<file path="config.mk">
export PLATFORM = sky130hd
export DESIGN_NAME = i2s_tx_sequencer
export DESIGN_NICKNAME = d
export VERILOG_FILES = /design/src/rtl/i2s_pkg.sv /design/src/rtl/i2s_tx_sequencer_bit_timer.sv /design/src/rtl/i2s_tx_sequencer.sv
export SDC_FILE = /design/constraint.sdc
export NUM_CORES = 1
export LEC_CHECK = 0
export BUFFER_PORTS_ARGS = -buffer_cell sky130_fd_sc_hd__buf_2
export CORE_MARGIN = 2
export CORE_UTILIZATION = 40
export CTS_BUF_LIST = sky130_fd_sc_hd__clkbuf_8 sky130_fd_sc_hd__clkbuf_16
export CTS_CLUSTER_DIAMETER = 40
export DETAILED_ROUTE_END_ITERATION = 8
export PLACE_DENSITY = 0.63
export SETUP_SLACK_MARGIN = 0.1
export SYNTH_ARGS = -nofsm -noshare
export SYNTH_HDL_FRONTEND = slang
export SYNTH_SLANG_ARGS = --single-unit
</file>
<file path="constraint.sdc">
create_clock -name scki -period 3.9 [get_ports scki]
set_input_delay 1.17 -clock scki [delete_from_list [all_inputs] [get_ports scki]]
set_output_delay 1.17 -clock scki [all_outputs]
set_load 0.005 [all_outputs]
</file>
<file path="src/rtl/i2s_pkg.sv">
// Shared types and constants for the I2S transmit sequencer.
package i2s_pkg;

   typedef enum logic [1:0] {
      StIdle = 2'd0,
      StRun  = 2'd1,
      StStop = 2'd2
   } state_e;

   localparam int unsigned DefWidth  = 24;
   localparam int unsigned DefSlot   = 32;
   localparam int unsigned DefBckDiv = 4;

   // Bits needed for a counter spanning 0..n-1; never less than one.
   function automatic int unsigned cnt_width(input int unsigned n);
      return (n <= 1) ? 1 : $clog2(n);
   endfunction

endpackage

</file>
<file path="src/rtl/i2s_tx_sequencer_bit_timer.sv">
// Bit-clock divider and frame bit counter: produces bck, lrck and the frame boundary strobe.
module i2s_bit_timer
   import i2s_pkg::*;
#(
   parameter int unsigned SLOT    = DefSlot,
   parameter int unsigned BCK_DIV = DefBckDiv,
   localparam int unsigned BitW   = cnt_width(2 * SLOT)
) (
   input  logic            clk_i,
   input  logic            rst_i,
   input  logic            run_i,
   output logic            bck_o,
   output logic            lrck_o,
   output logic            boundary_o,
   output logic [BitW-1:0] bit_nxt_o
);

   localparam int unsigned DivW = cnt_width(BCK_DIV);
   localparam logic [DivW-1:0] DivLast = DivW'(BCK_DIV - 1);
   localparam logic [DivW-1:0] DivHalf = DivW'(BCK_DIV / 2);
   localparam logic [BitW-1:0] BitLast = BitW'(2 * SLOT - 1);
   localparam logic [BitW-1:0] SlotLen = BitW'(SLOT);

   logic [DivW-1:0] div_ctr_d, div_ctr_q;
   logic [BitW-1:0] bit_ctr_d, bit_ctr_q;
   logic            bck_d, bck_q;
   logic            lrck_d, lrck_q;
   logic            tick;

   // tick is the last scki cycle of a bck period, i.e. the cycle before bck falls
   assign tick       = run_i && (div_ctr_q == DivLast);
   assign boundary_o = tick && (bit_ctr_q == BitLast);
   assign bit_nxt_o  = bit_ctr_d;
   assign bck_o      = bck_q;
   assign lrck_o     = lrck_q;

   // Advance divider every cycle and bit counter on tick; park both at zero when not running.
   always_comb begin
      div_ctr_d = '0;
      bit_ctr_d = '0;
      if (run_i) begin
         div_ctr_d = tick ? '0 : div_ctr_q + 1'b1;
         bit_ctr_d = bit_ctr_q;
         if (tick) begin
            bit_ctr_d = (bit_ctr_q == BitLast) ? '0 : bit_ctr_q + 1'b1;
         end
      end
      // Registered so bck/lrck line up with the counter values they are decoded from
      bck_d  = (div_ctr_d >= DivHalf);
      lrck_d = (bit_ctr_d >= SlotLen);
   end

   // Counter and bit-clock state.
   always_ff @(posedge clk_i or posedge rst_i) begin
      if (rst_i) begin
         div_ctr_q <= '0;
         bit_ctr_q <= '0;
         bck_q     <= 1'b0;
         lrck_q    <= 1'b0;
      end else begin
         div_ctr_q <= div_ctr_d;
         bit_ctr_q <= bit_ctr_d;
         bck_q     <= bck_d;
         lrck_q    <= lrck_d;
      end
   end

endmodule

</file>
<file path="src/rtl/i2s_tx_sequencer.sv">
// I2S transmit sequencer: sample handshake, one-entry holding buffer, run/stop FSM and serializer.
module i2s_tx_sequencer
   import i2s_pkg::*;
#(
   parameter int unsigned WIDTH   = DefWidth,
   parameter int unsigned SLOT    = DefSlot,
   parameter int unsigned BCK_DIV = DefBckDiv
) (
   input  logic             scki,
   input  logic             rst,
   input  logic             enable,
   input  logic             s_valid,
   output logic             s_ready,
   input  logic [WIDTH-1:0] s_left,
   input  logic [WIDTH-1:0] s_right,
   output logic             bck,
   output logic             lrck,
   output logic             sdata,
   output logic             frame_start,
   output logic             underrun
);

   localparam int unsigned BitW = cnt_width(2 * SLOT);
   localparam int unsigned IdxW = cnt_width(WIDTH);
   localparam logic [BitW-1:0] SlotLen = BitW'(SLOT);
   localparam logic [BitW-1:0] WordLen = BitW'(WIDTH);

   state_e           state_d, state_q;
   logic             hold_full_d, hold_full_q;
   logic [WIDTH-1:0] hold_left_d, hold_left_q;
   logic [WIDTH-1:0] hold_right_d, hold_right_q;
   logic [WIDTH-1:0] word_left_d, word_left_q;
   logic [WIDTH-1:0] word_right_d, word_right_q;
   logic             sdata_d, sdata_q;
   logic             frame_start_d, frame_start_q;
   logic             underrun_d, underrun_q;

   logic             accept;
   logic             load;
   logic             boundary;
   logic [BitW-1:0]  bit_nxt;
   logic [BitW-1:0]  half_bit;
   logic [WIDTH-1:0] cur_word;
   logic [IdxW-1:0]  bit_idx;

   i2s_bit_timer #(
      .SLOT    (SLOT),
      .BCK_DIV (BCK_DIV)
   ) u_bit_timer (
      .clk_i      (scki),
      .rst_i      (rst),
      .run_i      (state_q != StIdle),
      .bck_o      (bck),
      .lrck_o     (lrck),
      .boundary_o (boundary),
      .bit_nxt_o  (bit_nxt)
   );

   assign s_ready     = ~hold_full_q;
   assign accept      = s_valid && ~hold_full_q;
   assign sdata       = sdata_q;
   assign frame_start = frame_start_q;
   assign underrun    = underrun_q;

   // Run/stop sequencing and the decision to load a new frame.
   always_comb begin
      state_d = state_q;
      load    = 1'b0;
      unique case (state_q)
         StIdle: begin
            if (enable) begin
               state_d = StRun;
               load    = 1'b1;
            end
         end
         StRun: begin
            if (!enable) state_d = StStop;
            load = boundary;
         end
         StStop: begin
            // Re-enable before the boundary resumes seamlessly; otherwise drain to idle
            if (enable) begin
               state_d = StRun;
               load    = boundary;
            end else if (boundary) begin
               state_d = StIdle;
            end
         end
         default: state_d = StIdle;
      endcase
   end

   // Holding buffer and frame load; a pair accepted on the load cycle waits for the next frame.
   always_comb begin
      hold_full_d   = hold_full_q;
      hold_left_d   = hold_left_q;
      hold_right_d  = hold_right_q;
      word_left_d   = word_left_q;
      word_right_d  = word_right_q;
      frame_start_d = load;
      underrun_d    = load && !hold_full_q;
      if (load) begin
         word_left_d  = hold_full_q ? hold_left_q : '0;
         word_right_d = hold_full_q ? hold_right_q : '0;
         hold_full_d  = 1'b0;
      end
      if (accept) begin
         hold_full_d  = 1'b1;
         hold_left_d  = s_left;
         hold_right_d = s_right;
      end
   end

   // Serializer: bit for the upcoming slot, MSB one bck after the lrck edge, zero padding after.
   always_comb begin
      half_bit = (bit_nxt >= SlotLen) ? bit_nxt - SlotLen : bit_nxt;
      cur_word = (bit_nxt >= SlotLen) ? word_right_d : word_left_d;
      bit_idx  = IdxW'(WordLen - half_bit);
      sdata_d  = 1'b0;
      if ((half_bit != '0) && (half_bit <= WordLen)) begin
         sdata_d = cur_word[bit_idx];
      end
   end

   // Sequencer state and registered outputs.
   always_ff @(posedge scki or posedge rst) begin
      if (rst) begin
         state_q       <= StIdle;
         hold_full_q   <= 1'b0;
         hold_left_q   <= '0;
         hold_right_q  <= '0;
         word_left_q   <= '0;
         word_right_q  <= '0;
         sdata_q       <= 1'b0;
         frame_start_q <= 1'b0;
         underrun_q    <= 1'b0;
      end else begin
         state_q       <= state_d;
         hold_full_q   <= hold_full_d;
         hold_left_q   <= hold_left_d;
         hold_right_q  <= hold_right_d;
         word_left_q   <= word_left_d;
         word_right_q  <= word_right_d;
         sdata_q       <= sdata_d;
         frame_start_q <= frame_start_d;
         underrun_q    <= underrun_d;
      end
   end

endmodule

</file>
* Word level (Yosys, flattened, before mapping)
Index checks and enable logic that the tools add are counted.
Storage, ports and cells: register bits 112, output and inout port bits 6
Operators by class: add/sub/neg operators 4, $lt $le $gt $ge 4, eq/ne operators 7, mux-type cells 24, bitwise gates (word level) 1, reduce and logical (&&, ||, !) cells 11
Operators by type and width (number):
- 2-to-1 mux 24 bit | 5
- 2-to-1 mux 6 bit | 4
- 2-to-1 mux 2 bit | 6
- adder 6 x 1 -> 6 bit (second input constant) | 1
- == test 6 bit (second input constant) | 1
- greater-or-equal comparator 6 bit (second input constant) | 1
- <= comparator 6 x 5 -> 1 bit (second input constant) | 1
- < comparator 5 x 6 -> 1 bit (second input constant) | 1
- 2-to-1 mux 1 bit | 6
- case mux 2 bit (3 select lines) | 1
- nonzero test 6 bit | 1
- subtractor 6 bit (second input constant) | 1
- binary-select mux 1 bit (select 5 bit) | 1
- logical AND 1 bit | 5
- subtractor 5 bit (first input constant) | 1
- == test 2 bit (second input constant) | 2
- inequality test 2 bit (second input constant) | 2
- nonzero test 2 bit | 2
- inequality test 3 bit (second input constant) | 1
- case mux 1 bit (3 select lines) | 1
- AND reduction 3 bit | 1
- adder 2 x 1 -> 2 bit (second input constant) | 1
- == test 2 x 1 -> 1 bit (second input constant) | 1
- greater-or-equal comparator 2 bit (second input constant) | 1
- other kinds (3) | 3

* Depth between registers and ports, before layout
Gate-level depths: netlist (run 1).
word-level depth 10, mapped depth 15, depth with buffers taken out 13

* By module
Synthesis (run 1) repeated with hierarchy kept, for this count alone.
Second synthesis, totals: cells, all modules 496, area, all modules 5345.1 um^2
By module, submodules not included:
- i2s_tx_sequencer | times used 1, cells an instance 451, area an instance 4877.2 um^2, seq. area each 2552.4 um^2
- i2s_bit_timer | times used 1, cells an instance 45, area an instance 467.9 um^2, seq. area each 225.2 um^2

* Least setup slack after synthesis (run 1)
No wires, ideal clock.
kind reg2reg, start point reg u_bit_timer.div_ctr_q[0], end point reg sdata_q (netlist: sdata), library setup time 87 ps, data arrival time 3489 ps, data required time 3813 ps, setup slack 324 ps, cell stages (with the launch flop) 16, period minus slack after synthesis 3576 ps, path through dfrtp_1 ha_1 buf_2 nand2b_1 a311oi_1 clkinv_1 ha_1 inv_1 o221ai_1 nor2_1 clkbuf_1 a211oi_1 nor3_1 nor4_1 o41a_1 a211oi_2
Between the ends: word-level cells in the longest chain between the ends 10
RTL lines:
- from (decl) | RTL line i2s_tx_sequencer_bit_timer.sv:24 | logic [DivW-1:0] div_ctr_d, div_ctr_q;
- from (signal assigned) | RTL line i2s_tx_sequencer_bit_timer.sv:61 | div_ctr_q <= div_ctr_d;
- == test 2 bit (*) | RTL line i2s_tx_sequencer_bit_timer.sv:31 | assign tick = run_i && (div_ctr_q == DivLast);
- logical AND 1 bit (*) | RTL line i2s_tx_sequencer_bit_timer.sv:31
- 2-to-1 mux 6 bit or logical AND 1 bit (tied branches) | RTL line i2s_tx_sequencer_bit_timer.sv:44, i2s_tx_sequencer_bit_timer.sv:32
- 2-to-1 mux 6 bit or 2-to-1 mux 1 bit (tied branches) | RTL line i2s_tx_sequencer_bit_timer.sv:41, i2s_tx_sequencer.sv:82
- subtractor 6 bit, or another cell as far along | RTL line i2s_tx_sequencer.sv:116 | half_bit = (bit_nxt >= SlotLen) ? bit_nxt - SlotLen : bit_nxt;
- 2-to-1 mux 6 bit or 2-to-1 mux 24 bit (tied branches) | RTL line i2s_tx_sequencer.sv:116, i2s_tx_sequencer.sv:102
- subtractor 5 bit or 2-to-1 mux 24 bit (tied branches) | RTL line i2s_tx_sequencer.sv:118, i2s_tx_sequencer.sv:117
- binary-select mux 1 bit (select 5 bit) | RTL line i2s_tx_sequencer.sv:121 | sdata_d = cur_word[bit_idx];
- 2-to-1 mux 1 bit (implied by the code) | RTL line i2s_tx_sequencer.sv:121
- 2-to-1 mux 1 bit (*) | RTL line i2s_tx_sequencer.sv:120 | if ((half_bit != '0) && (half_bit <= WordLen)) begin
- named net sdata_d | RTL line i2s_tx_sequencer.sv:34 | logic sdata_d, sdata_q;
- to (signal assigned) | RTL line i2s_tx_sequencer.sv:144 | sdata_q <= sdata_d;
- to (decl) | RTL line i2s_tx_sequencer.sv:34
Mark *: on every way through the listed nets, which the timed path passes. The rest lies on a longest branch. The select of a mux whose other input is x is not followed. A chain may end at the register's enable or synchronous reset.

* Final worst setup path (run 1)
Ends and elaborated chain as after synthesis.

==> results_dict.tcl, run 1 <==
set metrics [dict create \
    p_leak_nw 2.864 \
    nNetsFinal 596 \
    wl_per_cell_um 16.60 \
    syn_area_mm2 0.005290 \
    cp.arrival_ns 3.78 \
    synth_fp_nets 542 \
    clk-insertion-delay-late_ns 0.36 \
    whs_ns 0.4436 \
    path_common_cell "ha_1" \
    dr.first_iter.drc_count 194 \
    yosys.cell_count.top_type "dfrtp_1" \
    drc 0 \
    cts_buffers 9 \
    clkSlewWorstSetupHoldPaths_ns 0.07 \
    antenna_found_initial 0 \
    vdd_drop_max_v 0.0003140 \
    clockBufferDepth 2 \
    grt_max_degree 53 \
    die_area_mm2 0.01416 \
    finalSetupTns_ns 0 \
    holdCritPathClass "reg -> reg" \
    seq_power_share_pct 46.5 \
    drv_slew 0 \
    grt_pass1_wl_um 19960 \
    num_rows 42 \
    rsz0062_at_grt "no" \
    tightest_slew_ns 1.175 \
    cts_tree "done" \
    grt_pass1_vias 3875 \
    ys_ff_latch 112 \
    place_hpwl_um 8511 \
    cp_cell_sequence "ha_1 -> nand2b_1 -> a311oi_2 -> clkinv_1 -> ha_1 -> inv_1 -> o221ai_1 -> nor2_2 -> buf_4 -> a21oi_1 -> a32oi_1 -> o2bb2ai_1 -> o41a_1 -> a211oi_2" \
    end_kind "register" \
    cts.hold.buffers_added 0 \
    coreArea_mm2 0.01309 \
    fin_area_mm2 0.006113 \
    fin_crit_ns 3.504 \
    port_buffers 57 \
    crit_type "reg -> reg" \
    cts.sinks 112 \
    vias 3933 \
    synth-edff-count 0 \
    async_flop_share_pct 100.0 \
    slew_headroom_pct 21.64 \
    diodes 0 \
    fmax_ghz 0.2854 \
    ys_types 68 \
    regToRegSetupSlack_ns 0.40 \
    cpMaxStageDelayCell "dfrtp_1" \
    worstSetupStartpointType "register" \
    finalCritPeriodShare_pct 89.83 \
    synth_seq_area_share_pct 52.98 \
    synth_ff_type "dfrtp_1" \
    postCtsSetupRepairBufs 0 \
    syn_inst 487 \
    critPathMaxFanout 9 \
    cts-root-buf "clkbuf_16" \
    die_h_um 119 \
    track_usage_pct 17.90 \
    cpPeakStageDelay_ns 0.38 \
    synth_top_area_cell "dfrtp_1" \
    synth_warnings 0 \
    p_clk_share_pct 22.6 \
    worstHoldStart "u_bit_timer.div_ctr_q[0]" \
    synth_area_per_cell_um2 10.86 \
    ant_nets 0 \
    layout-drive-gt1-share_pct 30.40 \
    dr.pass1.iters 5 \
    critical_path.startpoint "u_bit_timer.div_ctr_q[0]" \
    setup_viol 0 \
    via_per_inst 5.447 \
    setup_slack_ns 0.3965 \
    power.internal_mw 2.806 \
    worstPathRequired_ns 4.18 \
    synth_area_leaders "dfrtp_1 (53%), mux2_2 (11%), nand2_1 (5.3%)" \
    area_growth_syn_to_layout_pct 15.56 \
    post_dp_cell_area_mm2 0.005802 \
    die_w_um 119 \
    power_density_mw_per_mm2 673.2 \
    maxCapViolations 0 \
    combPwrFrac_pct 30.8 \
    overflow 0 \
    start_util_pct 40.43 \
    ys_top_cells_by_count "dfrtp_1 (112), nand2_1 (74), mux2_2 (52), nand3_1 (24), a21oi_1 (17)" \
    drt-total-wl_um 11980 \
    outcome "completed" \
    synth_top_area_share_pct 52.98 \
    hold_viol 0 \
    pin_count 58 \
    dp_slack_ns 0.1437 \
    clock_skew_ns 0.008734 \
    worstReg2RegStart "u_bit_timer.div_ctr_q[0]" \
    power.switching_mw 1.309 \
    gp_congestion 0.8509 \
    htreeDepth 3 \
    swShare_pct 31.82 \
]
[through the flow]
stage / util [%] / power, mW / cells
2_1_floorplan: - / 2.813 / 487
3_3_place_gp: 44.34 / 3.146 / 706
3_5_place_dp: 44.34 / 3.201 / 706
4_1_cts: 46.63 / 4.147 / 722
5_1_grt: 46.72 / 4.391 / 722
6_report: 46.72 / 4.115 / 722
[logic make-up (layout without fill, tap and decap cells)]
logic type	after synthesis	in the layout	synth area share, %
XOR/XNOR	5	5	0.8278
AND/OR/NAND/NOR	160	160	14.83
flip-flops	112	112	52.98
AO/OA/AOI/OAI	97	97	13.27
multiplexers	62	62	13.43
adder cells (fa/ha/maj)	3	3	0.7096
buffers and inverters	48	107	3.950
[power groups by stage]
stage                     Sequential [mW]  Clock [mW]  Combinational (mW)
after floorplan                      1.83           0               0.984
after global routing                 1.98        1.00                1.41
after CTS                            1.92       0.959                1.27
after global placement               1.92           0                1.23
after detailed placement             1.94           0                1.26
final                                1.92       0.930                1.27
[sequential cells by signal, summed over array words and instances, names as in the netlist]
signal,count
hold_full_q,1
hold_right_q,24
u_bit_timer.lrck_o,1
underrun,1
sdata,1
hold_left_q,24
word_left_q,24
frame_start,1
u_bit_timer.bck_o,1
u_bit_timer.div_ctr_q,2
state_q,2
word_right_q,24
u_bit_timer.bit_ctr_q,6
[final cells by class]
class	count	area, um^2
Fill cell	1196	6972
Sequential cell	112	2803
Multi-Input combinational cell	327	2297
Timing Repair Buffer	76	427.9
Clock buffer	11	252.7
Tap cell	176	220.2
Inverter	15	65.06
Clock inverter	5	47.55
[routing by layer]
layer	part of all wire, %	vias up	track usage, %
li1	-	1855	-
met1	46	1961	24.60
met2	47	99	28.13
met3	4.5	18	3.400
met4	1.8	0	6.920
met5	0	-	0
[cells in the final DEF (no fill, tap or decap), types with 5 or more instances in the layout]
cell type  Yosys  layout
dfrtp_1      112     112
nand2_1       74      74
buf_2         10      57
mux2_2        52      52
nand3_1       24      24
buf_4          1      19
a21oi_1       17      17
inv_1         12      13
a21o_1        11      11
nor2_1        12      11
and3_1        11      11
a211oi_1      11      11
o21ai_0       10      10
clkbuf_16      0       9
mux2i_1        8       8
nand4_1        6       6
o211ai_1       5       5
a31o_1         5       5
[path summary, 6_finish.rpt]
path | end | depth (start not counted)
worst min register to register | u_bit_timer.div_ctr_q[0] | 1
worst min-delay path | u_bit_timer.div_ctr_q[0] | 1
max in group asynchronous | hold_left_q[7] | 3
worst max register to register | sdata | 14
worst max-delay path | sdata | 14
min in group asynchronous | hold_left_q[17] | 2
[worst max-delay path: cells and delay by family (launching register included)]
family / cells / cell delay [ns]
AND/OR/NAND/NOR: 2 / 0.50
AO/OA/AOI/OAI: 7 / 1.52
buffers and inverters: 3 / 0.51
adder cells (fa/ha/maj): 2 / 0.53
flip-flops: 1 / 0.38
[timing repair]
action	4_1_cts	5_1_grt
setup endpoints to repair	0	1
endpoints found under the hold margin	0	0
resized for setup	0	3
(Power assumes the default switching activity.)
==> run 2, diff against run 1 <==
--- a/config.mk
+++ b/config.mk
@@ -11,7 +11,8 @@
 export CTS_BUF_LIST = sky130_fd_sc_hd__clkbuf_8 sky130_fd_sc_hd__clkbuf_16
 export CTS_CLUSTER_DIAMETER = 40
 export DETAILED_ROUTE_END_ITERATION = 8
-export PLACE_DENSITY = 0.63
+export GPL_TIMING_DRIVEN = 0
+export PLACE_DENSITY = 0.58
 export SETUP_SLACK_MARGIN = 0.1
 export SYNTH_ARGS = -nofsm -noshare
 export SYNTH_HDL_FRONTEND = slang
==> run 2 against run 1 <==
Global-route usage grew 2.1 points. Combinational power grew 8%. Power grew 1.0%. Utilization grew 0.93 points. Cell area grew 2.0%.
==> results_dict.tcl, run 2 (same netlist as run 1, synthesis figures left out) <==
set metrics [dict create \
    die_area_mm2 0.01416 \
    slew_headroom_pct 42.75 \
    die_w_um 119 \
    vias 4030 \
    whs_path_depth 1 \
    htreeDepth 3 \
    clk-insertion-delay-late_ns 0.36 \
    setup_viol 0 \
    clockBufferDepth 2 \
    final_common_cell "dfrtp_1" \
    clkSlewWorstSetupHoldPaths_ns 0.07 \
    cts.hold.buffers_added 0 \
    combPwrFrac_pct 33.0 \
    dr.first_iter.drc_count 263 \
    place_hpwl_um 9654 \
    crit_buf_inv 3 \
    dp_slack_ns -0.6073 \
    setup_slack_ns 0.2646 \
    area_growth_syn_to_layout_pct 17.86 \
    gp_congestion 0.8830 \
    cts_tree "done" \
    num_rows 42 \
    outcome "completed" \
    power.switching_mw 1.398 \
    seq_power_share_pct 45.7 \
    fin_crit_ns 3.635 \
    holdCritPathClass "reg -> reg" \
    port_buffers 57 \
    overflow 0 \
    grt_max_degree 44 \
    cpLargestDelayFamily "compound AO/OA/AOI/OAI gates" \
    grt_pass1_wl_um 21820 \
    power_density_mw_per_mm2 666.6 \
    vdd_drop_max_v 0.0003854 \
    crit_type "reg -> reg" \
    diodes 0 \
    crit_cells 15 \
    power.internal_mw 2.758 \
    utilization_pct 47.65 \
    hold_viol 0 \
    critPathMaxFanout 10 \
    swShare_pct 33.63 \
    met1_length_um 6017 \
    cts.sinks 112 \
    die_h_um 119 \
    cts_buffers 9 \
    antenna_found_initial 0 \
    p_clk_share_pct 21.3 \
    grt_pass1_vias 4120 \
    via_per_inst 5.431 \
    drv_slew 0 \
    nNetsFinal 616 \
    path_common_cell "clkbuf_4" \
    fmax_ghz 0.2751 \
    drt-total-wl_um 13390 \
    drc 0 \
    mostFrequentLayoutCells "dfrtp_1 (112), nand2_1 (74), buf_2 (65)" \
    tightest_slew_ns 0.8588 \
    worstSetupStartpointType "register" \
    start_util_pct 40.43 \
    finalSetupTns_ns 0 \
    highest_layer "met4" \
    cpPeakStageDelay_ns 0.39 \
    wl_met2_um 6491 \
    pin_count 58 \
    ant_nets 0 \
    layout-drive-gt1-share_pct 30.57 \
    cts-root-buf "clkbuf_16" \
    finalCritPeriodShare_pct 93.22 \
    maxCapViolations 0 \
    p_leak_nw 2.888 \
    worstPathRequired_ns 4.16 \
    coreArea_mm2 0.01309 \
    rr_worst_depth 15 \
    met3WireLength_um 734 \
    cpMaxStageDelayCell "dfrtp_1" \
    cp_cell_sequence "ha_2 -> clkbuf_4 -> nand2b_1 -> a311oi_4 -> clkinv_2 -> ha_4 -> nand4_1 -> o221ai_4 -> or2_1 -> clkbuf_4 -> mux2i_1 -> o311ai_1 -> a21boi_1 -> o41a_1 -> a211oi_2" \
    end_kind "register" \
    rsz0062_at_grt "no" \
    clock_skew_ns 0.01180 \
    wl_per_cell_um 18.04 \
    dr.pass1.iters 4 \
    cp.arrival_ns 3.90 \
    track_usage_pct 20.04 \
]
[run 2: cell types whose count changed in the layout (fill, tap and decap cells not counted), moves of 3 or more]
cell / previous run / this run
buf_1: 0 / 5
clkinv_4: 0 / 3
clkbuf_1: 0 / 15
buf_4: 19 / 5
buf_2: 57 / 65
clkbuf_4: 0 / 3
[run 2: cell type report]
type                       count  area, um^2
buffer                        33       156.4
sequential                   112        2803
clock inverter                 6       43.79
tap                          176       220.2
fill                        1216        6850
clock buffer                  10       239.0
inverter                      15       66.31
multi-input combinational    327        2351
timing repair buffer          63       355.3
[run 2: worst reg2reg max path: stages (launching register included)]
cell and delay, ns:
dfrtp_1 0.39, ha_2 0.23, clkbuf_4 0.20, nand2b_1 0.19, a311oi_4 0.36, clkinv_2 0.13, ha_4 0.20, nand4_1 0.15
o221ai_4 0.16, or2_1 0.25, clkbuf_4 0.19, mux2i_1 0.14, o311ai_1 0.30, a21boi_1 0.14, o41a_1 0.34, a211oi_2 0.20
[run 2: timing repair]
item | 4_1_cts | 5_1_grt
setup endpoints to repair | 1 | 1
pin swaps | 1 | 5
gates resized for setup | 8 | 13
buffers inserted | 1 | 3
[run 2: power groups by stage]
| stage | registers, mW | clock network (mW) | logic (mW) |
|---|---|---|---|
| 2_1_floorplan | 1.83 | 0 | 0.984 |
| 3_3_place_gp | 1.91 | 0 | 1.26 |
| 3_5_place_dp | 1.92 | 0 | 1.30 |
| 4_1_cts | 1.90 | 0.903 | 1.33 |
| 5_1_grt | 1.96 | 0.967 | 1.52 |
| 6_report | 1.90 | 0.884 | 1.37 |
[run 2: per-layer routing]
metal / vias up / track usage [%]
met5: - / 0
met4: 0 / 6.473
met3: 12 / 4.741
met2: 100 / 31.61
met1: 2015 / 27.35
li1: 1903 / -
[run 2: through the flow]
step	cell area (um^2)	instances	total power, mW	hold WS [ns]
2_1_floorplan	5294	487	2.813	0.4192
6_report	6235	742	4.156	0.4591
3_5_place_dp	5839	722	3.226	0.4511
4_1_cts	6152	739	4.133	0.4658
5_1_grt	6235	742	4.444	0.4861
3_3_place_gp	5799	720	3.172	0.4336
[run 2: worst paths after layout]
path / slack, ns / from / end
worst max-delay path: 0.26 / u_bit_timer.div_ctr_q[0] / sdata
worst min-delay path: 0.46 / u_bit_timer.div_ctr_q[0] / u_bit_timer.div_ctr_q[0]
worst max register to register: 0.26 / u_bit_timer.div_ctr_q[0] / sdata
worst min register to register: 0.46 / u_bit_timer.div_ctr_q[0] / u_bit_timer.div_ctr_q[0]
max in group asynchronous: 2.25 / rst / hold_left_q[15]
min in group asynchronous: 0.97 / rst / hold_right_q[19]
==> run 3, diff against run 2 <==
--- a/config.mk
+++ b/config.mk
@@ -16,4 +16,5 @@
 export SETUP_SLACK_MARGIN = 0.1
 export SYNTH_ARGS = -nofsm -noshare
 export SYNTH_HDL_FRONTEND = slang
+export SYNTH_HIERARCHICAL = 1
 export SYNTH_SLANG_ARGS = --single-unit
==> run 3 against run 2 <==
Fmax up 0.50%. Synthesized cell count up 1.8%. Power down 1.1%. Hold slack worse by 0.0083 ns. Combinational power down 4%. Sequential share of layout area down 0.86 points. Largest cell class unchanged. Highest routed layer unchanged.
==> results_dict.tcl, run 3 <==
set metrics [dict create \
    synth_area_leaders "dfrtp_1 (52%), mux2_2 (11%), nand2_1 (6.4%)" \
    outcome "completed" \
    cts.sinks 111 \
    gp_congestion 0.9021 \
    ys_ff_latch 111 \
    drc 0 \
    tightest_slew_ns 0.7873 \
    synth-edff-count 0 \
    via_per_inst 5.359 \
    power.total_mw 4.110 \
    overflow 0 \
    maxCapViolations 0 \
    worstSetupStartpointType "register" \
    diodes 0 \
    async_flop_share_pct 100.0 \
    grt_max_degree 41 \
    ys_types 55 \
    port_buffers 57 \
    cpPeakStageDelay_ns 0.44 \
    start_util_pct 40.69 \
    synth_top_area_cell "dfrtp_1" \
    mostFrequentLayoutCells "dfrtp_1 (111), nand2_1 (91), buf_2 (60)" \
    power_density_mw_per_mm2 652.4 \
    cts.hold.buffers_added 0 \
    vias 4035 \
    layout-drive-gt1-share_pct 29.81 \
    slew_headroom_pct 47.51 \
    antenna_found_initial 0 \
    ant_nets 0 \
    htreeDepth 3 \
    ys_top_cells_by_count "dfrtp_1 (111), nand2_1 (91), mux2_2 (50), nand3_1 (28), o21ai_0 (24)" \
    pin_count 58 \
    fin_crit_ns 3.617 \
    drv_slew 0 \
    cts_buffers 9 \
    cp_cell_sequence "or2_2 -> buf_4 -> nand4_4 -> or3_1 -> a21oi_1 -> buf_4 -> buf_2 -> buf_4 -> buf_4 -> nor2_1 -> nand2_1 -> o211ai_1 -> a211oi_1 -> a211oi_1 -> maj3_2 -> a211oi_1" \
    dp_slack_ns -0.3331 \
    critPathMaxFanout 10 \
    wl_per_cell_um 17.82 \
    grt_pass1_vias 4122 \
    track_usage_pct 19.88 \
    cpMaxStageDelayCell "dfrtp_1" \
    die_area_mm2 0.01430 \
    die_h_um 119.6 \
    synth_fp_nets 551 \
    syn_area_mm2 0.005345 \
    crit_type "reg -> reg" \
    synth_warnings 6 \
    dr.first_iter.drc_count 231 \
    clk-insertion-delay-late_ns 0.36 \
    setup_slack_ns 0.2826 \
    nNetsFinal 627 \
    vdd_drop_max_v 0.0003025 \
    synth_ff_type "dfrtp_1" \
    fmax_ghz 0.2764 \
    regToRegSetupSlack_ns 0.28 \
    coreArea_mm2 0.01314 \
    synth_top_area_share_pct 51.97 \
    drt-total-wl_um 13420 \
    clockBufferDepth 2 \
    final_common_cell "dfrtp_1" \
    cts-root-buf "clkbuf_16" \
    cts_tree "done" \
    clock_skew_ns 0.009837 \
    syn_inst 496 \
    p_leak_nw 2.808 \
    end_kind "register" \
    grt_pass1_wl_um 21950 \
    cp.arrival_ns 3.88 \
    hold_viol 0 \
    die_w_um 119.6 \
    finalCritPeriodShare_pct 92.75 \
    holdCritPathClass "reg -> reg" \
    worstPathRequired_ns 4.16 \
    setup_viol 0 \
    rsz0062_at_grt "no" \
    path_common_cell "buf_4" \
    num_rows 42 \
    dr.pass1.iters 4 \
    synth_seq_area_share_pct 51.97 \
    synth_area_per_cell_um2 10.78 \
    yosys.cell_count.top_type "dfrtp_1" \
    area_growth_syn_to_layout_pct 17.86 \
    place_hpwl_um 9625 \
    clkSlewWorstSetupHoldPaths_ns 0.07 \
]
-- run 3: cell types whose count changed in the layout (fill, tap and decap cells not counted), moves of 6 or more --
cell | previous run | this run
mux4_2 | 2 | 10
and3_1 | 11 | 4
a21oi_1 | 17 | 3
buf_4 | 5 | 12
o211ai_1 | 5 | 20
nand2_1 | 74 | 91
o211a_1 | 0 | 7
o21ai_0 | 10 | 24
buf_1 | 5 | 11
a21o_1 | 10 | 1
-- run 3: worst paths after layout --
| path | start | end | depth (start not counted) |
|---|---|---|---|
| worst max register to register | state_q[0] | sdata | 16 |
| worst min register to register | u_bit_timer/div_ctr_q[0] | u_bit_timer/div_ctr_q[0] | 1 |
| min in group asynchronous | rst | u_bit_timer/bit_ctr_q[5] | 2 |
| worst min-delay path | u_bit_timer/div_ctr_q[0] | u_bit_timer/div_ctr_q[0] | 1 |
| worst max-delay path | state_q[0] | sdata | 16 |
| max in group asynchronous | rst | hold_left_q[14] | 3 |
-- run 3: per-layer routing --
metal  share of wire [%]  vias up  global-route usage (%)
met3                 4.2       16                   2.899
li1                    -     1905                       -
met2                  48      103                   32.54
met5                   0        -                       0
met4                 1.6        0                   7.574
met1                  46     2011                   26.87
-- run 3: kinds of logic after synthesis --
family	after synthesis	share of synthesized area [%]
simple gates	165	14.18
flops	111	51.97
compound gates	92	12.50
mux	64	15.50
buf+inv	56	4.283
xor+xnor	4	0.6556
fa+ha+maj	4	0.9130
-- run 3: critical path, delay by kind of cell (launching register included) --
family,cells,cell delay [ns]
buf+inv,5,1.05
compound gates,5,0.94
simple gates,5,0.77
flops,1,0.44
fa+ha+maj,1,0.32
-- run 3: area by class of cell --
cell class	instances	area [um^2]
fill	1236	6838
clock inverter	7	48.80
timing repair buffer	65	370.4
clock buffer	9	225.2
sequential	111	2778
buffer	37	168.9
multi-input combinational	329	2414
tap	176	220.2
inverter	19	75.07
-- run 3: power breakdown --
group | internal [mW] | switching, mW | total [mW] | leakage (nW)
registers | 1.64 | 0.290 | 1.93 | 1.38
clock network | 0.433 | 0.431 | 0.864 | 0.124
logic | 0.638 | 0.676 | 1.31 | 1.30
total | 2.71 | 1.40 | 4.11 | 2.81
-- run 3: timing repair --
| item | 4_1_cts | 5_1_grt |
|---|---|---|
| resized for setup | 10 | 14 |
| setup endpoints to repair | 1 | 1 |
| setup buffers | 3 | 3 |
| pin swaps | 0 | 1 |
-- run 3: stage by stage --
| stage | TNS, ns | hold WS, ns | std cells | utilization, % | cell area (um^2) |
|---|---|---|---|---|---|
| after floorplan | 0 | 0.4091 | 496 | - | 5349 |
| after global placement | -0.3494 | 0.4236 | 729 | 44.56 | 5854 |
| after detailed placement | -0.3331 | 0.4397 | 731 | 44.87 | 5894 |
| after CTS | 0 | 0.4532 | 750 | 47.43 | 6231 |
| after global routing | 0 | 0.4779 | 753 | 47.95 | 6300 |
| final | 0 | 0.4508 | 753 | 47.95 | 6300 |
